**src/rtl/puf_window_timer_pkg.sv**
```systemverilog
// Shared types for the PUF measurement-window timer.
// State encoding and MODE values.
package puf_window_timer_pkg;

  typedef enum logic [1:0] {
    ST_IDLE = 2'd0,
    ST_RUN  = 2'd1,
    ST_GAP  = 2'd2,
    ST_STOP = 2'd3
  } state_e;

  localparam logic MODE_ONESHOT = 1'b0;
  localparam logic MODE_RELOAD  = 1'b1;

endpackage

```
**src/rtl/puf_cnt.sv**
```systemverilog
// WIDTH-bit cycle counter: async reset, sync clear, load-zero, enable.
// Ports: clk, arst_n, clr, load0, en in; q out. Priority clr > load0 > en.
module puf_cnt #(
  parameter int WIDTH = 16
) (
  input  logic             clk,
  input  logic             arst_n,
  input  logic             clr,
  input  logic             load0,
  input  logic             en,
  output logic [WIDTH-1:0] q
);

  logic [WIDTH-1:0] q_q, q_d;

  always_comb begin
    q_d = q_q;
    if (clr) begin
      q_d = '0;
    end else if (load0) begin
      q_d = '0;
    end else if (en) begin
      q_d = q_q + WIDTH'(1);
    end
  end

  always_ff @(posedge clk or negedge arst_n) begin
    if (!arst_n) q_q <= '0;
    else         q_q <= q_d;
  end

  assign q = q_q;

endmodule

```
**src/rtl/puf_window_timer.sv**
```systemverilog
// Measurement-window timer: gates RO counters for TC cycles, DONE pulse,
// sticky TIME_STOP, one-shot/reload modes and a completed-window count.
module puf_window_timer
  import puf_window_timer_pkg::*;
#(
  parameter int WIDTH      = 16,
  parameter int WCNT_WIDTH = 8
) (
  input  logic                  CLK,
  input  logic                  ARESETN,
  input  logic                  SCLR,
  input  logic                  CE,
  input  logic                  START,
  input  logic                  MODE,
  input  logic [WIDTH-1:0]      TC,
  output logic [WIDTH-1:0]      Q,
  output logic                  WINDOW,
  output logic                  DONE,
  output logic                  TIME_STOP,
  output logic [WCNT_WIDTH-1:0] WIN_CNT
);

  state_e                state_q, state_d;
  logic [WIDTH-1:0]      tc_q, tc_d;
  logic                  mode_q, mode_d;
  logic                  done_q, done_d;
  logic [WCNT_WIDTH-1:0] wcnt_q, wcnt_d;
  logic                  cnt_ld0;
  logic                  cnt_en;
  logic [WIDTH-1:0]      tc_last;

  // tc_q is never zero while in RUN, so tc_q-1 cannot underflow there.
  assign tc_last = tc_q - WIDTH'(1);

  always_comb begin
    state_d = state_q;
    tc_d    = tc_q;
    mode_d  = mode_q;
    done_d  = 1'b0;
    wcnt_d  = wcnt_q;
    cnt_ld0 = 1'b0;
    cnt_en  = 1'b0;
    if (SCLR) begin
      state_d = ST_IDLE;
      tc_d    = '0;
      mode_d  = MODE_ONESHOT;
      wcnt_d  = '0;
    end else begin
      unique case (state_q)
        ST_IDLE, ST_STOP: begin
          if (START) begin
            cnt_ld0 = 1'b1;
            if (TC != '0) begin
              tc_d    = TC;
              mode_d  = MODE;
              state_d = ST_RUN;
            end else begin
              // Zero-length window: complete at once, nothing counted.
              tc_d    = '0;
              done_d  = 1'b1;
              state_d = ST_STOP;
            end
          end
        end
        ST_RUN: begin
          if (CE) begin
            cnt_en = 1'b1;
            if (Q == tc_last) begin
              done_d  = 1'b1;
              wcnt_d  = wcnt_q + WCNT_WIDTH'(1);
              state_d = (mode_q == MODE_RELOAD) ? ST_GAP : ST_STOP;
            end
          end
        end
        ST_GAP: begin
          cnt_ld0 = 1'b1;
          state_d = ST_RUN;
        end
        default: ;
      endcase
    end
  end

  always_ff @(posedge CLK or negedge ARESETN) begin
    if (!ARESETN) begin
      state_q <= ST_IDLE;
      tc_q    <= '0;
      mode_q  <= MODE_ONESHOT;
      done_q  <= 1'b0;
      wcnt_q  <= '0;
    end else begin
      state_q <= state_d;
      tc_q    <= tc_d;
      mode_q  <= mode_d;
      done_q  <= done_d;
      wcnt_q  <= wcnt_d;
    end
  end

  puf_cnt #(
    .WIDTH(WIDTH)
  ) u_cnt (
    .clk   (CLK),
    .arst_n(ARESETN),
    .clr   (SCLR),
    .load0 (cnt_ld0),
    .en    (cnt_en),
    .q     (Q)
  );

  assign WINDOW    = (state_q == ST_RUN);
  assign TIME_STOP = (state_q == ST_STOP);
  assign DONE      = done_q;
  assign WIN_CNT   = wcnt_q;

endmodule

```
**config.mk**
```make
export PLATFORM = sky130hd
export DESIGN_NAME = puf_window_timer
export DESIGN_NICKNAME = d
export VERILOG_FILES = /design/src/rtl/puf_window_timer_pkg.sv /design/src/rtl/puf_cnt.sv /design/src/rtl/puf_window_timer.sv
export SDC_FILE = /design/constraint.sdc
export NUM_CORES = 1
export LEC_CHECK = 0
export CORE_MARGIN = 3
export CORE_UTILIZATION = 43
export CTS_BUF_LIST = sky130_fd_sc_hd__clkbuf_4 sky130_fd_sc_hd__clkbuf_8
export DETAILED_ROUTE_END_ITERATION = 8
export GPL_TIMING_DRIVEN = 0
export PLACE_DENSITY_LB_ADDON = 0.25
export SKIP_CTS_REPAIR_TIMING = 1
export SYNTH_ARGS = -nofsm -noshare
export SYNTH_HDL_FRONTEND = slang
export SYNTH_SLANG_ARGS = --single-unit
```
**constraint.sdc**
```tcl
create_clock -name CLK -period 3.85 [get_ports CLK]
set_clock_uncertainty 0.15 [all_clocks]
set_input_delay 0.77 -clock CLK [delete_from_list [all_inputs] [get_ports CLK]]
set_output_delay 0.77 -clock CLK [all_outputs]
set_load 0.05 [all_outputs]
```
==> out/results.ini <==
[timing]
timing.fmax_mhz = 302
worst_pin_slew_ps = 758
finalHoldViolCount = 0
setup_viol = 0
finalSetupTns_ps = 0
slew_headroom = 0.494
rsz0062_at_grt = false
maxSlewViolCount = 0
fin_crit_ps = 3310
min_period_over_period = 0.861

[route]
drt-total-wl_um = 7190
drc = 0
drtIter0Drc = 129
firstDrtPassIters = 4
detail_route.wl_per_cell_um = 16.6
vias = 2553
ant_nets = 0
viasPerCell = 5.90

[global_routing]
grt_start_max_net_pins = 28
grt_pass1_vias = 2429
antenna_found_initial = 0
grt_overflow = 0
grt_util_all_layers = 0.202
grt_pass1_wl_um = 12000

[floorplanning]
io_pins = 49
start_util = 0.455
core-area_um2 = 6100
die-area_um2 = 7450
dieWidth_um = 86.3
rows = 28
die_h_um = 86.3

[status]
status = completed

[power]
ir_drop_uv = 269
leakage_nw = 1.42
finalPower_w = 0.00173
p_per_area_nw_per_um2 = 498

[cts]
worstSkewPairLatency_ps = 300
clockRootBuffer = clkbuf_8
cts.sinks = 44
clk_pin_slew_worst_paths_ps = 90
h-tree-depth = 2
cts_buffers = 5
cts_buffer_depth = 2
cts_tree = built

[finish]
drive_above_1_share = 0.0615
nets = 385
finalInstanceArea_um2 = 3470
layoutNonFillerInstCount = 433
antenna_cells = 0
final_core_util = 0.570
final_cell_mix = 47 x clkdlybuf4s50_1, 44 x dfrtp_1, 29 x nor2_1
final_common_cell = clkdlybuf4s50_1
area_growth_pct = 25.3

[synthesis]
synthCells = 301
synth_cell_types = 55
syn_nets = 329
yosysTopAreaCellShare = 0.397
yosysSeqAreaShare = 0.397
ys_ff_latch = 44
synth.cell_area_um2 = 2770
yosys_warnings = 0
avgSynthCellArea_um2 = 9.22
synth_edf_count = 0
synth_flop_cell = dfrtp_1
synth_top_area_cell = dfrtp_1
async_flop_share = 1.00
synth_area_leaders = dfrtp_1 40%, a22o_1 5.4%, xor2_1 4.7%

[place]
hpwl_um = 5470
place_area_um2 = 3360
io_buffers = 48
gp_congestion = 0.840
dp.cells = 425

[critical_path]
crit_arrival_ps = 3340
cp_max_fo = 10
worst_setup_path_start_kind = register
cp.required_ps = 3880
criticalPathCategory = register to register
end_kind = register

[flow_run]
maxCapViolations = 0

[worst_hold_path]
min_path_type = primary input to async pin

## power breakdown
| part | switching, W | internal, W |
|---|---|---|
| combinational | 0.000464 | 0.000324 |
| clock | 0.000162 | 0.000192 |
| sequential | 0.0000768 | 0.000512 |
## state kept, by name, indices dropped and copies added, names as in the netlist
| register | flops |
|---|---|
| u_cnt.q | 16 |
| mode_q | 1 |
| state_q | 2 |
| DONE | 1 |
| WIN_CNT | 8 |
| tc_q | 16 |
## critical path, cell delays in order (launching register included)
cell and delay (ps):
dfrtp_1 450, nor2_1 590, nand3b_2 180, or4b_1 510
a21boi_2 260, o2111ai_1 290, nor4_1 400, mux2_1 360
## synthesized netlist by cell type (2+ instances only)
| cell type | n |
|---|---|
| xor2_1 | 15 |
| or4b_1 | 2 |
| nor2_1 | 29 |
| nand4b_1 | 2 |
| and2_1 | 2 |
| a21oi_1 | 14 |
| mux2i_1 | 2 |
| nor4_1 | 9 |
| nand2_1 | 21 |
| a31oi_1 | 3 |
| dfrtp_1 | 44 |
| a211o_1 | 2 |
| ha_1 | 6 |
| nand2b_1 | 5 |
| nor4_2 | 2 |
| clkbuf_1 | 6 |
| o31ai_1 | 3 |
| or3_1 | 6 |
| nand3_1 | 11 |
| or4_1 | 3 |
| nor3_1 | 8 |
| and3_1 | 2 |
| buf_2 | 3 |
| nand4_1 | 10 |
| inv_1 | 13 |
| nand4bb_1 | 2 |
| mux2_1 | 3 |
| a22o_1 | 17 |
| o21ai_0 | 13 |
| nor2b_1 | 5 |
| xnor2_1 | 14 |
## cells by family after synthesis
logic type	after synthesis	synth area share
AO/OA/AOI/OAI	64	0.163
XOR/XNOR	29	0.0916
adder cells (fa/ha/maj)	6	0.0271
buffers and inverters	22	0.0311
flip-flops	44	0.397
multiplexers	6	0.0235
AND/OR/NAND/NOR	130	0.267
## layout make-up
type / count / area (um2)
clock inverters: 3 / 42.5
well taps: 75 / 93.8
clock buffers: 5 / 68.8
repair buffers: 49 / 495
multi-input cells: 235 / 1590
inverters: 13 / 48.8
plain buffers: 9 / 37.5
fillers: 580 / 2620
flip-flops and latches: 44 / 1100
## per-layer routing
| metal | global-route usage | wire length (um) |
|---|---|---|
| met1 | 0.298 | 3360 |
| met2 | 0.301 | 3340 |
| met3 | 0.0342 | 390 |
| met4 | 0.0666 | 108 |
| met5 | 0 | 0 |
## path summary, 6_finish.rpt
kind / start / end / slack [ps] / cells after the start
worst min-delay path: ARESETN / state_q[1] / 250 / 1
min in group CLK: mode_q / mode_q / 400 / 2
max in group asynchronous: ARESETN / tc_q[5] / 2810 / 2
worst max register to register: tc_q[0] / WIN_CNT[7] / 540 / 7
worst min register to register: mode_q / mode_q / 400 / 2
worst max-delay path: tc_q[0] / WIN_CNT[7] / 540 / 7
## metrics by stage
step | hold WS (ps) | setup slack (ps)
2_1_floorplan | 324 | 977
3_3_place_gp | 361 | 589
3_5_place_dp | 373 | 548
4_1_cts | 262 | 528
5_1_grt | 277 | 265
6_report | 253 | 536
Power figures use the tool's default switching activity.
